`src/rtl/mem_bist_pkg.sv`:
```
// Shared types and constants for the memory BIST sequencer.
// States, default widths and march data patterns.
package mem_bist_pkg;

   localparam int DEF_ADDR_W = 5;
   localparam int DEF_DATA_W = 8;
   localparam int DEF_ERR_W  = 8;
   localparam int DEPTH      = 2 ** DEF_ADDR_W;

   typedef enum logic [2:0] {
      IDLE,
      WR0,
      RD0,
      DRN0,
      WRA,
      RDA,
      DRNA,
      DONE
   } bist_state_e;

   typedef enum logic {
      PAT_ZERO,
      PAT_ADDR
   } pat_e;

endpackage

```
`src/rtl/mem_bist_chk.sv`:
```
// Read-data checker: delays expected value/address one cycle,
// compares against memory output, counts errors, captures first fail.
module mem_bist_chk
   import mem_bist_pkg::*;
#(
   parameter int ADDR_W = DEF_ADDR_W,
   parameter int DATA_W = DEF_DATA_W,
   parameter int ERR_W  = DEF_ERR_W
) (
   input  logic              clk,
   input  logic              rst,
   input  logic              clr,
   input  logic              cmp_en,
   input  logic [DATA_W-1:0] exp_data,
   input  logic [ADDR_W-1:0] addr,
   input  logic [DATA_W-1:0] rdata,
   output logic [ERR_W-1:0]  err_count,
   output logic              fail_valid,
   output logic [ADDR_W-1:0] fail_addr,
   output logic [DATA_W-1:0] fail_data
);

   logic              v_q;
   logic [DATA_W-1:0] exp_q;
   logic [ADDR_W-1:0] addr_q;
   logic              miss;

   assign miss = v_q && (rdata != exp_q);

   always_ff @(posedge clk) begin
      if (rst) begin
         v_q        <= 1'b0;
         exp_q      <= '0;
         addr_q     <= '0;
         err_count  <= '0;
         fail_valid <= 1'b0;
         fail_addr  <= '0;
         fail_data  <= '0;
      end else begin
         v_q    <= cmp_en;
         exp_q  <= exp_data;
         addr_q <= addr;
         if (clr) begin
            err_count  <= '0;
            fail_valid <= 1'b0;
            fail_addr  <= '0;
            fail_data  <= '0;
         end else if (miss) begin
            if (err_count != '1)
               err_count <= err_count + 1'b1;
            if (!fail_valid) begin
               fail_valid <= 1'b1;
               fail_addr  <= addr_q;
               fail_data  <= rdata;
            end
         end
      end
   end

endmodule

```
`src/rtl/mem_bist_ctrl.sv`:
```
// BIST sequencer and host/BIST arbiter for a small synchronous RAM.
// Runs zero then data=address march phases; host owns RAM otherwise.
module mem_bist_ctrl
   import mem_bist_pkg::*;
#(
   parameter int ADDR_W = DEF_ADDR_W,
   parameter int DATA_W = DEF_DATA_W,
   parameter int ERR_W  = DEF_ERR_W
) (
   input  logic              clk,
   input  logic              rst,
   input  logic              start,
   input  logic              host_read,
   input  logic              host_write,
   input  logic [ADDR_W-1:0] host_addr,
   input  logic [DATA_W-1:0] host_wdata,
   output logic [DATA_W-1:0] host_rdata,
   output logic              host_gnt,
   output logic              mem_read,
   output logic              mem_write,
   output logic [ADDR_W-1:0] mem_addr,
   output logic [DATA_W-1:0] mem_data_in,
   input  logic [DATA_W-1:0] mem_data_out,
   output logic              busy,
   output logic              done,
   output logic              pass,
   output logic [ERR_W-1:0]  err_count,
   output logic              fail_valid,
   output logic [ADDR_W-1:0] fail_addr,
   output logic [DATA_W-1:0] fail_data
);

   bist_state_e       state, state_n;
   logic [ADDR_W-1:0] addr, addr_n;
   logic [DATA_W-1:0] addr_data;
   logic [DATA_W-1:0] pat_data;
   pat_e              pat;
   logic              last;
   logic              b_read;
   logic              b_write;
   logic              cmp_en;
   logic              clr;

   assign addr_data = DATA_W'(addr);
   assign pat_data  = (pat == PAT_ADDR) ? addr_data : '0;
   assign last      = &addr;

   always_ff @(posedge clk) begin
      if (rst) begin
         state <= IDLE;
         addr  <= '0;
      end else begin
         state <= state_n;
         addr  <= addr_n;
      end
   end

   always_comb begin
      state_n = state;
      addr_n  = addr;
      b_read  = 1'b0;
      b_write = 1'b0;
      cmp_en  = 1'b0;
      clr     = 1'b0;
      pat     = PAT_ZERO;
      unique case (state)
         IDLE, DONE: begin
            if (start) begin
               state_n = WR0;
               addr_n  = '0;
               clr     = 1'b1;
            end
         end
         WR0: begin
            b_write = 1'b1;
            addr_n  = addr + 1'b1;
            if (last) state_n = RD0;
         end
         RD0: begin
            b_read = 1'b1;
            cmp_en = 1'b1;
            addr_n = addr + 1'b1;
            if (last) state_n = DRN0;
         end
         DRN0: state_n = WRA;
         WRA: begin
            pat     = PAT_ADDR;
            b_write = 1'b1;
            addr_n  = addr + 1'b1;
            if (last) state_n = RDA;
         end
         RDA: begin
            pat    = PAT_ADDR;
            b_read = 1'b1;
            cmp_en = 1'b1;
            addr_n = addr + 1'b1;
            if (last) state_n = DRNA;
         end
         DRNA: state_n = DONE;
         default: state_n = IDLE;
      endcase
   end

   assign busy       = (state != IDLE) && (state != DONE);
   assign done       = (state == DONE);
   assign host_gnt   = !busy;
   assign pass       = done && (err_count == '0);
   assign host_rdata = mem_data_out;

   // Host path is purely combinational so host timing matches a bare RAM
   always_comb begin
      if (host_gnt) begin
         mem_read    = host_read;
         mem_write   = host_write;
         mem_addr    = host_addr;
         mem_data_in = host_wdata;
      end else begin
         mem_read    = b_read;
         mem_write   = b_write;
         mem_addr    = addr;
         mem_data_in = pat_data;
      end
   end

   mem_bist_chk #(
      .ADDR_W(ADDR_W),
      .DATA_W(DATA_W),
      .ERR_W (ERR_W)
   ) u_chk (
      .clk       (clk),
      .rst       (rst),
      .clr       (clr),
      .cmp_en    (cmp_en),
      .exp_data  (pat_data),
      .addr      (addr),
      .rdata     (mem_data_out),
      .err_count (err_count),
      .fail_valid(fail_valid),
      .fail_addr (fail_addr),
      .fail_data (fail_data)
   );

endmodule

```
`config.mk`:
```
export PLATFORM = sky130hd
export DESIGN_NAME = mem_bist_ctrl
export DESIGN_NICKNAME = d
export VERILOG_FILES = /design/src/rtl/mem_bist_pkg.sv /design/src/rtl/mem_bist_chk.sv /design/src/rtl/mem_bist_ctrl.sv
export SDC_FILE = /design/constraint.sdc
export NUM_CORES = 1
export LEC_CHECK = 0
export CAP_MARGIN = 20
export CORE_ASPECT_RATIO = 1.1
export CORE_MARGIN = 1.5
export CORE_UTILIZATION = 40
export CTS_CLUSTER_DIAMETER = 60
export DETAILED_ROUTE_END_ITERATION = 10
export PLACE_DENSITY_LB_ADDON = 0.08
export SLEW_MARGIN = 0
export SYNTH_ARGS = -nofsm -noshare
export SYNTH_HDL_FRONTEND = slang
export SYNTH_HIERARCHICAL = 1
export SYNTH_SLANG_ARGS = --single-unit
```
`constraint.sdc`:
```
create_clock -name clk -period 2.7 [get_ports clk]
set_input_delay 0.81 -clock clk [delete_from_list [all_inputs] [get_ports clk]]
set_output_delay 0.81 -clock clk [all_outputs]
set_load 0.05 [all_outputs]
```
======== Word-level counts from Yosys, hierarchy flattened ========
Index checks and enable logic that the tools add are counted.
word-level totals
  output and inout port bits .............. 49
  bits in registers ....................... 44
  bits of input ports ..................... 26
  logic and storage cells ................. 64
operators by class
  equal/unequal tests ..................... 15
  reduce and logical (&&, ||, !) cells .... 19
  muxes and demuxes ....................... 18
  $add $sub $neg .......................... 2
  bitwise operators ....................... 1
operator list
  operator               number
  $pmux W3 S7            1
  $mux W3                5
  $mux W5                3
  $eq A3 B3 Y1 const B   4
  $ne A2 B2 Y1 const B   5
  $pmux W5 S2            1
  $reduce_and A5 Y1      2
  $reduce_or A2 Y1       5
  $add A8 B1 Y8 const B  1
  $logic_not A8 Y1       1
  $mux W8                1
  $ne A8 B8 Y1           1
  $ne A8 B8 Y1 const B   1
  $mux W1                7
  $eq A3 B2 Y1 const B   2
  $reduce_and A2 Y1      3
  $add A5 B1 Y5 const B  1
  $reduce_or A4 Y1       1
  $eq A3 B1 Y1 const B   1
  $logic_and A1 B1 Y1    3
  $logic_not A3 Y1       1
  $ne A3 B3 Y1 const B   1
  $reduce_bool A3 Y1     1
  $reduce_bool A2 Y1     1
  other kinds (2)        2

======== Depth between registers and ports, before layout ========
  depth in word-level cells ............... 5
  mapped depth ............................ 9
  depth with buffers taken out ............ 8

======== Hierarchy ========
Netlist, hierarchy kept.
modules (own cells, without submodules)
  module         cells each  sequential area each (um^2)  instances  area an instance (um^2)
  mem_bist_chk   144         720.7                        1          1475.2
  mem_bist_ctrl  90          160.2                        1          745.7

======== Least setup slack after synthesis ========
No wires, ideal clock.
  path type ............................... reg2out
  start point ............................. reg state[1]
  end point ............................... out mem_data_in[0]
  path buffers ............................ 1
  data required time ...................... 1.890 ns
  slack ................................... -0.476 ns
  stages on the path, launching flop included .. 6
  arrival ................................. 2.366 ns
  cells stage by stage .................... dfxtp_1 -> and3_1 -> nor2_1 -> inv_2 -> buf_2 -> a21o_1
between the ends
  elaborated cells on any way between the ends .. 9
  classes of those cells .................. eq/ne: 3; mux: 3; reduce/logical: 3
RTL lines
  item                                                line                  text
  start: declaration                                  mem_bist_ctrl.sv:33   bist_state_e state, state_n;
  start signal: assignment                            mem_bist_ctrl.sv:53   state <= state_n;
  $ne A3 B3 Y1 or $reduce_bool A3 Y1 (tied branches)  mem_bist_ctrl.sv:104  assign busy = (state != IDLE) && (state != DONE);
  $logic_and A1 B1 Y1 *                               mem_bist_ctrl.sv:104
  net busy                                            mem_bist_ctrl.sv:24   output logic busy,
  $mux W8 *                                           mem_bist_ctrl.sv:112  if (host_gnt) begin
  end: declaration                                    mem_bist_ctrl.sv:22   output logic [DATA_W-1:0] mem_data_in,
Mark *: on every way through the listed nets, which the timed path passes. The rest lies on a longest branch.

======== Worst setup path in the final report ========
  start point ............................. in host_write
  end point ............................... out mem_write
between the ends
  cells in the longest elaborated chain, start to end .. 1
RTL lines
  item                line                  text
  start: declaration  mem_bist_ctrl.sv:14   input logic host_write,
  $mux W1             mem_bist_ctrl.sv:112
  end: declaration    mem_bist_ctrl.sv:20   output logic mem_write,
No other way between the ends.

==> results.ini <==
[yosys]
yosys.area_share.simple_pct=25.1
synth_compound_gate_area_share_pct=14.9
syn_inst=234
yosysTopAreaCellShare_pct=39.7
async_flop_share_pct=0
syn_area_mm2=0.00222
ys_seq_elements=44
synthXorXnorAreaFrac_pct=3.55
synth_top_flop_cell=dfxtp_1
yosys.area.top_type=dfxtp_1
synth_top_family_by_area=simple AND/OR/NAND/NOR gates
synth_mux_area_share_pct=7.55
syn_area_per_cell_um2=9.49
synthAdderAreaFrac_pct=1.69
seq_area_frac_synth_pct=39.7
yosysWarnings=6
yosys-top-cells-area=dfxtp_1 (40%), nor2b_1 (4.8%), mux2i_1 (4.5%), xor2_1 (3.2%), nor2_1 (2.9%)
synth_edf_count=0
yosysUniqueCellTypes=51

[timing]
whs_ns=0.436
rsz0062_at_grt=no
setup_viol=0
worst_pin_slew_ns=0.608
hold_viol=0
totalNegativeSetupSlack_ns=0
clock_skew_ns=0.00537
fin_crit_sh_pct=95.0
max_slew_margin_pct=59.3
final_max_slew_viol_count=0
fmax_ghz=0.390
period_needed_ns=2.57

[clocking]
cts_setup_buffers=0
clk_pin_slew_worst_paths_ns=0.08
cts_hold_buf=0
clkLatencyLatePin_ns=0.29
numCtsBuffers=5
htreeDepth=2
cts_sinks=44
cts-root-buf=clkbuf_8
cts_resized=0
cts_tree=built
cts_buffer_depth=2

[finish]
antenna_cells=0
drive_above_1_share_pct=26.3
nets=343
final_cells=390
layout.cells.most_common_list=clkdlybuf4s50_1 (47), dfxtp_1 (42), buf_4 (24)
synthToLayoutAreaGrowth_pct=50.4
mostFrequentLayoutCell=clkdlybuf4s50_1

[die]
start_util_pct=41.4
die_h_um=81.2
ios=75
die_w_um=74.0
die_area_mm2=0.00601
rows=28
core-area_mm2=0.00536

[placement]
port_buffers=74
gp_congestion=0.792
hpwl_um=3620
placedCellCount=382

[run_status]
status=finished clean

[worst_setup_path]
crit_path_max_fanout=2
arrival_ns=1.76
critPathRequiredTime_ns=1.89
startpoint_type=input port
path_class=input port to output pin
cp-end-kind=output pin

[detailed_routing]
drtPass1Iterations=3
routed_wl_um=4720
post-route-drc-count=0
avgRoutedWirePerCell_um=12.1
route.antenna.remaining_nets=0
viasPerCell=4.79
vias=1868
drt_iter0_drc=65

[flow_run]
drv_cap=0

[pwr]
peakVddDrop_mv=0.359
p_leak_uw=0.00138
p_per_area_mw_per_mm2=419

[grt]
track_usage_pct=16.4
antenna_found_initial=0
first_global_vias=1725
grt_max_degree=19
grt-ovfl-total=0
grt_first_pass_wirelength_um=7690

[worst_hold_path]
hold_class=flip-flop to flip-flop

through the flow:
stage | power [µW] | utilization, % | area [µm²] | worst slack [ns]
2_1_floorplan | 840 | - | 2240 | 0.00328
3_3_place_gp | 993 | 60.5 | 3240 | 0.0337
3_5_place_dp | 995 | 60.5 | 3240 | 0.0113
4_1_cts | 1420 | 62.2 | 3330 | 0.0232
5_1_grt | 1460 | 62.3 | 3340 | 0.0490
6_report | 1400 | 62.3 | 3340 | 0.134
cell usage after synthesis (all sizes together), types with 4 or more instances:
library cell and number:
and3 6, o21ai 9, mux2i 10, inv 4, nor4 4, xor2 8, nand2 11, a22o 4
a21o 8, nand2b 4, buf 16, mux2 6, dfxtp 44, a21oi 8, and2 10, nand3 9
clkbuf 4, nor2 17, nor3 5, nor2b 17
flip-flops by register name, summed over array words and instances (netlist names):
register and count:
u_chk/err_count 8, u_chk/exp_q 8, u_chk/fail_data 8, addr 5, u_chk/addr_q 5, u_chk/fail_addr 5, state 3, u_chk/fail_valid 1
u_chk/v_q 1
worst max-delay path, stage by stage:
cell             delay, ns
clkdlybuf4s50_1       0.47
nand3_1               0.07
o21ai_0               0.08
a21o_1                0.18
buf_12                0.14
cells by family after synthesis:
| family | after synthesis |
|---|---|
| AND/OR/NAND/NOR | 95 |
| flip-flops | 44 |
| AO/OA/AOI/OAI | 42 |
| buffers and inverters | 24 |
| multiplexers | 16 |
| XOR/XNOR | 9 |
| adder cells (fa/ha/maj) | 3 |
| other | 1 |
layer usage:
layer  global-route usage [%]  share of wire, %
met3                     4.59               4.6
met4                     5.37               1.1
met2                     28.4                50
met5                        0                 0
met1                     19.3                45
final cells by class:
type,count,area (µm²)
sequential,44,883
fill,462,2020
timing repair buffer,91,1050
clock buffer,6,82.6
tap,75,93.8
clock inverter,2,10.0
inverter,4,15.0
multi-input combinational,168,1200
power breakdown:
group / leakage, µW / total [µW] / switching, µW / internal [µW]
sequential: 0.000356 / 661 / 6.51 / 655
combinational: 0.000975 / 316 / 164 / 153
clock: 0.0000510 / 421 / 216 / 204
path summary, 6_finish.rpt:
kind	from	end	slack, ns	cells after the start
hold / removal	u_chk/addr_q[1]$_SDFF_PP0_	u_chk/fail_addr[1]$_SDFFE_PP0P_	0.44	2
setup / recovery	host_write	mem_write	0.13	5
setup reg to reg	state[2]$_SDFFE_PP0P_	u_chk/fail_addr[4]$_SDFFE_PP0P_	0.70	8
hold reg to reg	u_chk/addr_q[1]$_SDFF_PP0_	u_chk/fail_addr[1]$_SDFFE_PP0P_	0.44	2
Note: power is estimated with default switching activity, not from simulation.
==> variant (same flow settings) <==
Make the reset (`rst`) asynchronous in 2 clocked blocks.
--- a/src/rtl/mem_bist_chk.sv
+++ b/src/rtl/mem_bist_chk.sv
@@ -28,5 +28,5 @@
    assign miss = v_q && (rdata != exp_q);
 
-   always_ff @(posedge clk) begin
+   always_ff @(posedge clk or posedge rst) begin
       if (rst) begin
          v_q        <= 1'b0;
--- a/src/rtl/mem_bist_ctrl.sv
+++ b/src/rtl/mem_bist_ctrl.sv
@@ -46,5 +46,5 @@
    assign last      = &addr;
 
-   always_ff @(posedge clk) begin
+   always_ff @(posedge clk or posedge rst) begin
       if (rst) begin
          state <= IDLE;
Function: differs if rst is asserted again (counterexample within 4 cycles, from zero or initial values and one cycle with rst high); with rst held inactive, the same outputs for 10 cycles.
==> variant against the unedited design <==
Die area increased by 7.6%. Final area is 8.5% higher. Wire length up 21%. Sequential cell count stayed put. Worst setup slack lost 0.048 ns. Highest routed layer unchanged. Area after synthesis increased by 7.9%.
Power is left out: it rests on default switching activity, and per cell area and clock period it moved more than threefold.
==> variant: results (changes against the unedited design) <==
antenna_found_initial: 0  # unchanged
slew-limit-headroom_pct: 62.2  # +3.0 points
grt_pass1_vias: 1985  # +15%
cts_root_buf: "clkbuf_8"
seq_area_frac_synth_pct: 45.9  # +6.3 points
wire_per_inst_um: 14.4  # +19%
place_congestion: 0.753  # -4.9%
clk_latency_ns: 0.30
skew_ns: 0.0114  # +0.00606 ns
use_met2_pct: 31.9  # +3.5 points
clkTransAtPathRegs_ns: 0.08  # about the same
cts_buffer_depth: 2  # unchanged
drcViolationCount: 0  # unchanged
grt_usage_pct: 18.7  # +2.3 points
via_per_inst: 5.10  # +6.6%
nets: 347  # +1.2%
yosysUniqueCellTypes: 49  # -3.9%
critPathMaxStageDelay_ns: 0.41  # -0.06 ns
drt_iter0_drc: 61  # -6.2%
yosys.area_share.adder_pct: 1.57  # -0.12 points
synth_xor_area_share_pct: 2.92  # -0.63 points
nFillCells: 491  # +6.3%
drive_above_1_share_pct: 23.8  # -2.5 points
htreeDepth: 2  # unchanged
synth_compound_area_share_pct: 14.4  # -0.52 points
grtUsageMet3_pct: 4.46  # -0.13 points
cts_buffers: 5  # unchanged
synth_flop_cell: "dfrtp_1"
yosysWarnings: 6  # unchanged
r2r_setup_slack_ns: 0.87  # +0.17 ns
hold_class: "flop to flop"
grt.busiest_layer: "met2"
status: "completed"
synth-async-reset-ratio_pct: 100  # +100 points
met1_usage_pct: 23.2  # +3.9 points
grt_pass1_wl_um: 9680  # +26%
synth_commonest_cells: "dfrtp_1, nor2_1, mux2i_1"
worst-path-max-fanout: 2  # unchanged
synth_mux_area_share_pct: 8.40  # +0.85 points
crit_slowest_cell: "clkdlybuf4s50_1"
dpl.hpwl_um: 4220  # +17%
crit_arrival_ns: 1.80  # +0.04 ns
synth_area_leaders: "dfrtp_1, mux2i_1, nor2_1"
drv_slew: 0  # unchanged
first_pass_iters: 4  # +1
grt_max_degree: 37  # +18
[variant: changes by cell type in the layout (fill, tap and decap cells not counted), moves of 5 or more]
cell / before / now
buf_4: 24 / 30
dfrtp_1: 0 / 44
dfxtp_1: 42 / 0
nand2_1: 11 / 5
nor2_1: 16 / 23
nor2b_1: 16 / 4
o21ai_2: 5 / 0
[variant: layer usage]
layer / share of wire (%) / vias up
met5: 0 / -
met4: 1.3 / 0
met3: 4.3 / 6
met2: 51 / 51
met1: 43 / 969
li1: - / 995
[variant: logic make-up after synthesis]
group                    after synthesis
other                                  1
multiplexers                          19
flip-flops                            44
AO/OA/AOI/OAI                         49
buffers and inverters                 26
AND/OR/NAND/NOR                       81
XOR/XNOR                               8
adder cells (fa/ha/maj)                3
[variant: area by class of cell]
type	instances	area [sq um]	area share (%)
timing repair buffer	98	1120	30.8
clock inverter	1	30.0	0.829
inverter	6	22.5	0.622
clock buffer	7	96.3	2.66
tap	77	96.3	2.66
sequential	44	1100	30.4
multi-input combinational	163	1160	32.0
[variant: timing repair]
action,4_1_cts,5_1_grt
pin swaps,1,0
setup endpoints to repair,5,15
setup buffers,4,0
hold endpoints to repair,0,0
resized for setup,0,3
[variant: stage by stage]
step | hold WS [ns] | setup slack [ns] | area [sq um] | TNS (ns) | cells
after floorplan | 0.352 | 0.305 | 2410 | 0 | 233
after global placement | 0.471 | -0.0839 | 3460 | -0.272 | 384
after detailed placement | 0.492 | -0.105 | 3460 | -0.414 | 384
after CTS | 0.505 | 0.0106 | 3610 | 0 | 396
after global routing | 0.523 | 0.0126 | 3620 | 0 | 396
final | 0.494 | 0.0858 | 3620 | 0 | 396
[variant: final timing paths]
kind | from | to | depth (start not counted)
worst max-delay path | host_write | mem_write | 5
worst min-delay path | u_chk/addr_q[2] | u_chk/fail_addr[2] | 2
worst max register to register | state[0] | u_chk/err_count[4] | 6
worst min register to register | u_chk/addr_q[2] | u_chk/fail_addr[2] | 2
max in group asynchronous | rst | u_chk/fail_addr[0] | 3
min in group asynchronous | rst | state[2] | 2
[variant: worst max-delay path, delay by kind of cell]
kind            cells  cell delay (ns)
compound gates      2             0.25
buf+inv             2             0.57
simple gates        1             0.18
